$ cat config.mk
export PLATFORM = sky130hd
export DESIGN_NAME = alu_op_sequencer
export DESIGN_NICKNAME = d
export VERILOG_FILES = /design/src/rtl/alu_seq_pkg.sv /design/src/rtl/alu_seq_fifo.sv /design/src/rtl/alu_op_sequencer.sv
export SDC_FILE = /design/constraint.sdc
export NUM_CORES = 1
export LEC_CHECK = 0
export CAP_MARGIN = 10
export CORE_AREA = 4 4 88 90
export DETAILED_ROUTE_END_ITERATION = 12
export DIE_AREA = 0 0 92 94
export PLACE_DENSITY = 0.65
export SYNTH_ARGS = -nofsm -noshare
export SYNTH_HDL_FRONTEND = slang
export SYNTH_SLANG_ARGS = --single-unit
$ cat constraint.sdc
create_clock -name CLK -period 2.5 [get_ports CLK]
set_input_delay 0.5 -clock CLK [delete_from_list [all_inputs] [get_ports CLK]]
set_output_delay 0.5 -clock CLK [all_outputs]
set_load 0.02 [all_outputs]
$ cat src/rtl/alu_seq_pkg.sv
// Shared definitions for the ALU operation sequencer: opcodes, FSM states and FIFO entry width.
// The OP_CHAIN field is only stored when ALU_SEQ_CHAIN_EN is defined.
package alu_seq_pkg;

  localparam logic [1:0] OP_ADD  = 2'b00;
  localparam logic [1:0] OP_AND  = 2'b01;
  localparam logic [1:0] OP_NOT  = 2'b10;
  localparam logic [1:0] OP_ZERO = 2'b11;

  typedef enum logic [1:0] {
    S_IDLE  = 2'd0,
    S_ISSUE = 2'd1,
    S_HOLD  = 2'd2
  } state_e;

`ifdef ALU_SEQ_CHAIN_EN
  localparam int unsigned CHAIN_BITS = 1;
`else
  localparam int unsigned CHAIN_BITS = 0;
`endif

  // Entry layout, LSB first: A, B, opcode, optional chain flag.
  function automatic int unsigned entry_width(input int unsigned width);
    return 2 * width + 2 + CHAIN_BITS;
  endfunction

endpackage

$ cat src/rtl/alu_seq_fifo.sv
// Synchronous FIFO for queued ALU operations; DEPTH must be a power of two so the
// pointers wrap naturally. Push when full and pop when empty are ignored.
module alu_seq_fifo #(
  parameter int unsigned DEPTH = 4,
  parameter int unsigned EW    = 10,
  localparam int unsigned AW   = $clog2(DEPTH)
) (
  input  logic          clk_i,
  input  logic          rst_ni,
  input  logic          push_i,
  input  logic [EW-1:0] wdata_i,
  input  logic          pop_i,
  output logic [EW-1:0] rdata_o,
  output logic          full_o,
  output logic          empty_o,
  output logic [AW:0]   level_o
);

  logic [EW-1:0] mem_q [DEPTH];
  logic [AW-1:0] wr_ptr_q, wr_ptr_d;
  logic [AW-1:0] rd_ptr_q, rd_ptr_d;
  logic [AW:0]   level_q, level_d;
  logic          do_push, do_pop;

  assign full_o  = (level_q == (AW+1)'(DEPTH));
  assign empty_o = (level_q == '0);
  assign level_o = level_q;
  assign rdata_o = mem_q[rd_ptr_q];

  assign do_push = push_i && !full_o;
  assign do_pop  = pop_i && !empty_o;

  always_comb begin
    wr_ptr_d = wr_ptr_q;
    rd_ptr_d = rd_ptr_q;
    level_d  = level_q;
    if (do_push) wr_ptr_d = wr_ptr_q + AW'(1);
    if (do_pop)  rd_ptr_d = rd_ptr_q + AW'(1);
    unique case ({do_push, do_pop})
      2'b10:   level_d = level_q + (AW+1)'(1);
      2'b01:   level_d = level_q - (AW+1)'(1);
      default: level_d = level_q;
    endcase
  end

  always_ff @(posedge clk_i or negedge rst_ni) begin
    if (!rst_ni) begin
      wr_ptr_q <= '0;
      rd_ptr_q <= '0;
      level_q  <= '0;
    end else begin
      wr_ptr_q <= wr_ptr_d;
      rd_ptr_q <= rd_ptr_d;
      level_q  <= level_d;
    end
  end

  // Storage needs no reset: only entries below the level are ever read.
  always_ff @(posedge clk_i) begin
    if (do_push) mem_q[wr_ptr_q] <= wdata_i;
  end

endmodule

$ cat src/rtl/alu_op_sequencer.sv
// Feeds queued operations one at a time to a 4-bit toggle-gated ALU and presents each result
// on a valid/ready port. Define ALU_SEQ_CHAIN_EN to let an op take the last result as operand A.
module alu_op_sequencer
  import alu_seq_pkg::*;
#(
  parameter int unsigned WIDTH = 4,
  parameter int unsigned DEPTH = 4,
  localparam int unsigned LW   = $clog2(DEPTH) + 1
) (
  input  logic             CLK,
  input  logic             RST_N,
  input  logic             OP_VALID,
  output logic             OP_READY,
  input  logic [WIDTH-1:0] OP_A,
  input  logic [WIDTH-1:0] OP_B,
  input  logic [1:0]       OP_CODE,
  input  logic             OP_CHAIN,
  output logic [WIDTH-1:0] ALU_IN1,
  output logic [WIDTH-1:0] ALU_IN2,
  output logic [1:0]       ALU_CTRL,
  output logic             ALU_TOGGLE,
  input  logic [WIDTH-1:0] ALU_OUT,
  input  logic             ALU_CF,
  input  logic             ALU_Z,
  output logic             RES_VALID,
  input  logic             RES_READY,
  output logic [WIDTH-1:0] RES_DATA,
  output logic             RES_CF,
  output logic             RES_Z,
  output logic [1:0]       RES_OPCODE,
  output logic [LW-1:0]    FIFO_LEVEL
);

  localparam int unsigned EW = entry_width(WIDTH);

  logic [EW-1:0]    fifo_wdata, fifo_rdata;
  logic             fifo_full, fifo_empty, fifo_push, fifo_pop;
  logic [WIDTH-1:0] head_a, head_b;
  logic [1:0]       head_code;
  logic [WIDTH-1:0] head_in1;

  state_e           state_q, state_d;
  logic [WIDTH-1:0] in1_q, in1_d, in2_q, in2_d;
  logic [1:0]       ctrl_q, ctrl_d;
  logic             toggle_q, toggle_d;
  logic             res_valid_q, res_valid_d;
  logic [WIDTH-1:0] res_data_q, res_data_d;
  logic             res_cf_q, res_cf_d;
  logic             res_z_q, res_z_d;
  logic [1:0]       res_op_q, res_op_d;

  assign head_a    = fifo_rdata[WIDTH-1:0];
  assign head_b    = fifo_rdata[2*WIDTH-1:WIDTH];
  assign head_code = fifo_rdata[2*WIDTH+1:2*WIDTH];

`ifdef ALU_SEQ_CHAIN_EN
  assign fifo_wdata = {OP_CHAIN, OP_CODE, OP_B, OP_A};
  // res_data_q is still the previous op's result whenever a pop happens.
  assign head_in1   = fifo_rdata[2*WIDTH+2] ? res_data_q : head_a;
`else
  logic unused_chain;
  assign unused_chain = OP_CHAIN;
  assign fifo_wdata   = {OP_CODE, OP_B, OP_A};
  assign head_in1     = head_a;
`endif

  assign OP_READY  = !fifo_full;
  assign fifo_push = OP_VALID && !fifo_full;

  alu_seq_fifo #(
    .DEPTH (DEPTH),
    .EW    (EW)
  ) u_fifo (
    .clk_i   (CLK),
    .rst_ni  (RST_N),
    .push_i  (fifo_push),
    .wdata_i (fifo_wdata),
    .pop_i   (fifo_pop),
    .rdata_o (fifo_rdata),
    .full_o  (fifo_full),
    .empty_o (fifo_empty),
    .level_o (FIFO_LEVEL)
  );

  always_comb begin
    state_d     = state_q;
    in1_d       = in1_q;
    in2_d       = in2_q;
    ctrl_d      = ctrl_q;
    toggle_d    = 1'b0;
    res_valid_d = res_valid_q;
    res_data_d  = res_data_q;
    res_cf_d    = res_cf_q;
    res_z_d     = res_z_q;
    res_op_d    = res_op_q;
    fifo_pop    = 1'b0;
    case (state_q)
      S_IDLE: begin
        if (!fifo_empty) begin
          fifo_pop = 1'b1;
          in1_d    = head_in1;
          in2_d    = head_b;
          ctrl_d   = head_code;
          toggle_d = 1'b1;
          state_d  = S_ISSUE;
        end
      end
      S_ISSUE: begin
        res_data_d  = ALU_OUT;
        res_cf_d    = ALU_CF;
        res_z_d     = ALU_Z;
        res_op_d    = ctrl_q;
        res_valid_d = 1'b1;
        state_d     = S_HOLD;
      end
      S_HOLD: begin
        if (RES_READY) begin
          res_valid_d = 1'b0;
          if (!fifo_empty) begin
            fifo_pop = 1'b1;
            in1_d    = head_in1;
            in2_d    = head_b;
            ctrl_d   = head_code;
            toggle_d = 1'b1;
            state_d  = S_ISSUE;
          end else begin
            state_d = S_IDLE;
          end
        end
      end
      default: state_d = S_IDLE;
    endcase
  end

  always_ff @(posedge CLK or negedge RST_N) begin
    if (!RST_N) begin
      state_q     <= S_IDLE;
      in1_q       <= '0;
      in2_q       <= '0;
      ctrl_q      <= '0;
      toggle_q    <= 1'b0;
      res_valid_q <= 1'b0;
      res_data_q  <= '0;
      res_cf_q    <= 1'b0;
      res_z_q     <= 1'b0;
      res_op_q    <= '0;
    end else begin
      state_q     <= state_d;
      in1_q       <= in1_d;
      in2_q       <= in2_d;
      ctrl_q      <= ctrl_d;
      toggle_q    <= toggle_d;
      res_valid_q <= res_valid_d;
      res_data_q  <= res_data_d;
      res_cf_q    <= res_cf_d;
      res_z_q     <= res_z_d;
      res_op_q    <= res_op_d;
    end
  end

  assign ALU_IN1    = in1_q;
  assign ALU_IN2    = in2_q;
  assign ALU_CTRL   = ctrl_q;
  assign ALU_TOGGLE = toggle_q;
  assign RES_VALID  = res_valid_q;
  assign RES_DATA   = res_data_q;
  assign RES_CF     = res_cf_q;
  assign RES_Z      = res_z_q;
  assign RES_OPCODE = res_op_q;

endmodule
* Yosys cells after proc, flatten, opt, wreduce, memory -nomap -nowiden
Memory sizes are Yosys's and may differ from the RTL's. Cells that the tools add are included.
Storage, ports and cells: flip-flop bits (word level) 29, RAM bits 40, input port bits 21, output and inout port bits 24, word-level logic and storage cells 59, memories kept 1
Cells by class: add/subtract/negate cells 4, equal/unequal tests 7, mux-type cells 21, reductions and logical operators 13
Memories:
- u_fifo.mem_q | words 4, width 10, rd ports 1, clocked after Yosys merged registers in 0, wr ports 1, line alu_seq_fifo.sv:19 | logic [EW-1:0] mem_q [DEPTH];
Operators by type and width (count):
- $mux 4 | 4
- $pmux 4 s2 | 2
- $mux 2 | 4
- $mux 1 | 6
- $pmux 2 s3 | 1
- $pmux 3 s2 | 1
- $reduce_and 2->1 | 3
- $reduce_bool 2->1 | 3
- $add 2x1->2 const B | 2
- $eq 2x1->1 const B | 2
- $eq 2x2->1 const B | 2
- $ne 2x2->1 const B | 2
- $pmux 1 s2 | 2
- $pmux 2 s2 | 1
- $add 3x1->3 const B | 1
- $eq 3x3->1 const B | 1
- $logic_and 1x1->1 | 3
- $logic_not 3->1 | 1
- $sub 3x1->3 const B | 1
- $logic_not 1->1 | 2
- $logic_not 2->1 | 1

* Depth between registers and ports, before layout
Gate-level depths: netlist (run 1).
depth in word-level cells 7, gate-level depth with buffers 9, mapped depth without buffers 9

* Hierarchy
A second synthesis (run 1) with hierarchy kept.
Unflattened totals: cell total of the unflattened synthesis 142, area, all modules 2778.9 sq um
Modules (own cells, without submodules):
- alu_seq_fifo | instances 1, cells each 89, area each 1885.6 sq um, seq. area each 1376.3 sq um
- alu_op_sequencer | instances 1, cells each 53, area each 893.4 sq um, seq. area each 550.5 sq um

* Worst setup path after synthesis (run 1)
No wires, ideal clock.
kind register to register, from register u_fifo.level_q[0], in the netlist u_fifo.level_o[0], to register u_fifo.level_q[2], in the netlist u_fifo.level_o[2], library setup time 0.080 ns, arrival 2.154 ns, required time 2.420 ns, path slack 0.266 ns, stages on the path, launching flop included 10, buffers on the path 0, clock period less this slack 2.234 ns, cell sequence dfrtp_1 > or3b_4 > and2_4 > inv_1 > ha_1 > inv_1 > fa_1 > xor2_1 > nor2_1 > xor2_1
Between the ends: elaborated cells on any way between the ends 16, those cells by class add/sub (2); eq/ne (3); mux (4); reduce/logical (7)
RTL lines:
- from (decl) | line alu_seq_fifo.sv:22 | logic [AW:0] level_q, level_d;
- from (signal assigned) | line alu_seq_fifo.sv:54 | level_q <= level_d;
- $eq 3x3->1 (*) | line alu_seq_fifo.sv:25 | assign full_o = (level_q == (AW+1)'(DEPTH));
- $logic_not 1->1 (*)
- net OP_READY | line alu_op_sequencer.sv:13 | output logic OP_READY,
- $logic_and 1x1->1 | line alu_op_sequencer.sv:68 | assign fifo_push = OP_VALID && !fifo_full;
- $logic_and 1x1->1 (*) | line alu_seq_fifo.sv:30 | assign do_push = push_i && !full_o;
- $eq 2x1->1 or $eq 2x2->1 (tied branches) | line alu_seq_fifo.sv:39 | unique case ({do_push, do_pop})
- $pmux 3 s2 or $reduce_bool 2->1 (tied branches)
The timed path passes the listed nets; every way through them passes the cells marked *. A chain may end at the register's enable or synchronous reset.

* Worst setup path in the final report (run 1)
from register u_fifo.level_q[0], in the netlist u_fifo.level_o[0], to output OP_READY
Between the ends: word-level cells in the longest chain between the ends 2
Ends and longest elaborated chain:
- $eq 3x3->1 | line alu_seq_fifo.sv:25
- $logic_not 1->1 | line alu_op_sequencer.sv:67 | assign OP_READY = !fifo_full;
- to (decl) | line alu_op_sequencer.sv:13
No other way between the ends.

==> flow_summary.yaml, run 1 <==
sta:
  hold_violations: 0
  grt_setup_unrepaired: "no"
  setup_viol: 0
  max_slew.worst_pin.slew_ns: 0.515
  fin_crit_ns: 2.29
  setup_slack_ns: 0.206
  clock_skew_ns: 0.00567
  period_share: 0.917
  clock.fmax_mhz: 436
  slew_violations: 0
  slew_headroom: 0.657
detailed_routing:
  routed-wl-met2_um: 2550
  dr.max_layer_used: "met4"
  drt-total-wl_um: 4650
  vias: 1372
  wl_met1_um: 1750
  viasPerCell: 4.59
  drt_iter0_drc: 51
  drc_errors: 0
  routedWlPerCell_um: 15.6
  first_pass_iters: 4
  dr_wl_met3_um: 237
  detail-route-antenna-nets: 0
layout:
  fin_nets: 222
  syn_to_final_growth_pct: 28.6
  final_cell_mix: "clkdlybuf4s50_1, edfxtp_1, dfrtp_1"
  num-fill-cells: 597
  seqCellArea_um2: 1930
  multiInputGateArea_um2: 751
  diodes: 0
  drive_gt1_frac: 0.290
  layout_commonest_cell: "clkdlybuf4s50_1"
  stdcell_area_um2: 3510
floorplan:
  rows: 31
  dieArea_um2: 8650
  dieWidth_um: 92
  core-area_um2: 7060
  start_util: 0.387
  io_pins: 45
  die_y_um: 94
cts:
  clock_latency_ns: 0.34
  cts_made_buffers: 9
  tritoncts: "done"
  htree_levels: 3
  cts-hold-fix-buffers: 0
  cts_sinks: 69
  post_cts_resized: 0
  clk_path_buf_depth: 2
  cts-root-buf: "clkbuf_8"
  postCtsSetupBuffers: 0
  clk_pin_slew_worst_paths_ns: 0.07
synth:
  ys_seq_area_frac: 0.706
  synthesis.area_um2: 2730
  yosysWarningCount: 0
  synth_top_area_cell: "edfxtp_1"
  synth_seq_cells: 69
  avgSynthCellArea_um2: 19.5
  ys_top_cells_by_area: "edfxtp_1, dfrtp_1, mux4_2"
  synthCells: 140
  ys_types: 26
  synthesis.nets: 167
  synth_top_area_share: 0.440
global_route:
  grt_pass1_wl_um: 7650
  grt_max_degree: 30
  grtUsageTotal: 0.119
  antenna_found_initial: 0
  grt_pass1_vias: 1545
  overflow: 0
place:
  io_buffers: 43
  pre_cts_slack_ns: -0.0176
  place_congestion: 0.707
  dp_hpwl_um: 3240
  post_dp_cell_area_um2: 3290
critical_path:
  endpoint_kind: "primary output"
  slowest_delay_ns: 0.56
  crit_family: "buffers and inverters"
  crit_type: "reg2out"
  cp.depth: 2
  cp_max_fo: 6
  crit_arrival_ns: 1.79
  crit_chain: "or3b_4 > clkdlybuf4s50_1"
  critPathLaunchType: "flop"
  reg2reg_slack_ns: 0.26
  r2r_cells: 9
  cpMaxStageDelayCell: "clkdlybuf4s50_1"
  critPathRequiredTime_ns: 2.00
  path_buf_inv: 1
status:
  status: "completed"
hold_path:
  hp-class: "reg2reg"
  holdPathStages: 1
power:
  irDropWorstVdd_mv: 0.344
  leakage_nw: 1.35
  powerDensity_nw_per_um2: 1330
job:
  cap_violations: 0
[through the flow]
stage	utilization	TNS, ns	instances	hold slack, ns	power, mW
after floorplan	-	0	140	0.204	3.10
after global placement	0.466	0	283	0.489	3.70
after detailed placement	0.466	-0.0176	283	0.495	3.79
after CTS	0.497	0	299	0.510	4.75
after global routing	0.497	0	299	0.522	4.95
final	0.497	0	299	0.506	4.68
[power by group]
part,internal (mW),switching (mW)
Sequential,1.61,0.261
Clock,0.546,0.404
Combinational,1.05,0.817
[Yosys cell counts, drive strengths merged]
library cell and instances:
edfxtp 40, a21o 1, nand2 1, or3b 1
inv 8, buf 2, mux4 10, and2 1
mux2 19, nor3 4, xor2 4, ha 5
nor4b 1, clkbuf 1, and2b 1, xnor2 2
dfrtp 29, a21oi 2, nor2 2, and3 4
mux2i 1, fa 1
[final timing paths]
check / startpoint / to
worst max-delay path: u_fifo.level_o[0] / OP_READY
worst min-delay path: RES_CF / RES_CF
worst max register to register: u_fifo.level_o[0] / u_fifo.level_o[2]
worst min register to register: RES_CF / RES_CF
max in group asynchronous: RST_N / u_fifo.level_o[2]
min in group asynchronous: RST_N / ALU_IN1[1]
[metal layers]
layer,track usage,up-vias
li1,-,633
met1,0.121,696
met2,0.217,34
met3,0.0369,9
met4,0.0668,0
met5,0,-
[registers in the layout, indices dropped and copies added, names as in the netlist]
name,count
RES_CF,1
RES_DATA,4
u_fifo.wr_ptr_q,2
u_fifo.level_o,3
ALU_CTRL,2
state_q,2
u_fifo.mem_q,40
RES_OPCODE,2
u_fifo.rd_ptr_q,2
ALU_IN1,4
RES_VALID,1
RES_Z,1
ALU_TOGGLE,1
ALU_IN2,4
[worst reg2reg max path, delay by kind of cell (launching register included)]
kind	cells	cell delay (ns)
flops	1	0.44
fa+ha+maj	2	0.54
simple gates	3	0.77
xor+xnor	2	0.30
buf+inv	2	0.11
[area by class of cell]
cell class                      instances  area share
Clock buffer                           11      0.0463
Tap cell                               99      0.0353
Multi-Input combinational cell         60       0.214
Timing Repair Buffer                   47       0.131
Clock inverter                          5      0.0160
Inverter                                8     0.00855
Sequential cell                        69       0.549
[kinds of logic after synthesis]
kind of cell | after synthesis | share of synthesized area
flip-flops | 69 | 0.706
adder cells (fa/ha/maj) | 6 | 0.0302
AO/OA/AOI/OAI | 3 | 0.00642
multiplexers | 30 | 0.177
XOR/XNOR | 6 | 0.0192
AND/OR/NAND/NOR | 15 | 0.0422
buffers and inverters | 11 | 0.0192
Note: power is estimated with default switching activity, not from simulation.
==> inputs of run 2 (changes only) <==
CORE_AREA = 2 2 86 88   (was 4 4 88 90)
CTS_BUF_LIST = sky130_fd_sc_hd__clkbuf_4   (was default)
DIE_AREA = 0 0 88 90   (was 0 0 92 94)
MAX_ROUTING_LAYER = met4   (was default)
==> flow_summary.yaml, run 2 (same netlist as run 1, synthesis figures left out) <==
status:
  status: "completed"
floorplan:
  dieArea_um2: 7920
  rows: 31
  io_pins: 45
  core-area_um2: 7020
  start_util: 0.389
  die_y_um: 90
  dieWidth_um: 88
layout:
  drive_gt1_frac: 0.285
  largest_register_ffs: 40
  syn_to_final_growth_pct: 27.2
  stdcell_area_um2: 3470
  regMostFlops: "u_fifo.mem_q"
  layout_commonest_cell: "clkdlybuf4s50_1"
  final_cell_mix: "clkdlybuf4s50_1, edfxtp_1, dfrtp_1, clkbuf_4"
  diodes: 0
  fin_nets: 222
place:
  io_buffers: 43
  pre_cts_slack_ns: -0.0597
  post_dp_cell_area_um2: 3290
  dp_hpwl_um: 3340
  place_congestion: 0.696
cts:
  tritoncts: "done"
  clock_latency_ns: 0.40
  cts_made_buffers: 9
  htree_levels: 3
  cts-root-buf: "clkbuf_4"
  post_cts_resized: 0
  clk_pin_slew_worst_paths_ns: 0.11
  postCtsSetupBuffers: 0
  cts_sinks: 69
  cts-hold-fix-buffers: 0
  clk_path_buf_depth: 2
global_route:
  antenna_found_initial: 0
  grt_pass1_wl_um: 7740
  grt_max_degree: 30
  grt_pass1_vias: 1531
  overflow: 0
  grtUsageTotal: 0.139
hold_path:
  hp-class: "in2async"
job:
  cap_violations: 0
detailed_routing:
  drt_iter0_drc: 99
  detail-route-antenna-nets: 0
  viasPerCell: 4.66
  vias: 1393
  drc_errors: 0
  drt-total-wl_um: 4820
  first_pass_iters: 4
  routedWlPerCell_um: 16.1
critical_path:
  critPathLaunchType: "flop"
  cp_max_fo: 6
  endpoint_kind: "primary output"
  crit_type: "reg2out"
  crit_arrival_ns: 1.85
  critPathRequiredTime_ns: 2.00
sta:
  setup_viol: 0
  hold_violations: 0
  setup_slack_ns: 0.147
  slew_violations: 0
  max_slew.worst_pin.slew_ns: 0.528
  fin_crit_ns: 2.35
  slew_headroom: 0.648
  period_share: 0.941
  hold_ws_ns: 0.479
  grt_setup_unrepaired: "no"
  clock.fmax_mhz: 425
  clock_skew_ns: 0.0117
power:
  p_comb_frac: 0.409
  p_seq_frac: 0.399
  switching_share: 0.315
  p_clk_frac: 0.192
  p_int_mw: 3.18
  irDropWorstVdd_mv: 0.710
  powerDensity_nw_per_um2: 1340
  netSwitchingPower_mw: 1.46
  leakage_nw: 1.34
[run 2: worst paths after layout]
check,start,endpoint,slack [ns],cells past startpoint
min in group CLK,RES_OPCODE[0],RES_OPCODE[0],0.52,1
max in group asynchronous,RST_N,ALU_CTRL[0],1.72,2
max,u_fifo.level_o[0],OP_READY,0.15,2
min,RST_N,RES_OPCODE[1],0.48,2
min reg2reg,RES_OPCODE[0],RES_OPCODE[0],0.52,1
max reg2reg,u_fifo.level_o[0],u_fifo.level_o[2],0.22,9
[run 2: stage by stage]
step | std cells | utilization | setup TNS (ns) | power, mW
floorplan | 140 | - | 0 | 3.10
global placement | 283 | 0.469 | 0 | 3.71
detailed placement | 283 | 0.469 | -0.0597 | 3.81
CTS | 299 | 0.495 | 0 | 4.71
global route | 299 | 0.495 | 0 | 4.90
finish | 299 | 0.495 | 0 | 4.64
[run 2: power by group through the flow]
stage,combinational [mW],clock [mW],sequential [mW]
after CTS,1.93,0.915,1.86
after global placement,1.86,0,1.85
final,1.90,0.894,1.85
after global routing,2.02,0.979,1.90
after detailed placement,1.92,0,1.89
after floorplan,1.06,0,2.04
[run 2: layer usage]
metal  GRT usage  vias up  part of all wire
li1            -      638                 -
met1       0.154      718              0.39
met2       0.230       27              0.55
met3      0.0505       10             0.034
met4      0.0487        0             0.018
met5           -        -                 0
[run 2: cell type report]
cell class,instances,area (um^2)
clock buffers,11,82.6
clock inverters,5,98.8
fillers,585,3550
inverters,8,30.0
multi-input cells,60,751
flip-flops and latches,69,1930
well taps,99,124
repair buffers,47,460
[run 2: worst max-delay path, stage by stage, from the launching register on]
cell and delay [ns]:
dfrtp_1 0.45, or3b_4 0.45, clkdlybuf4s50_1 0.56
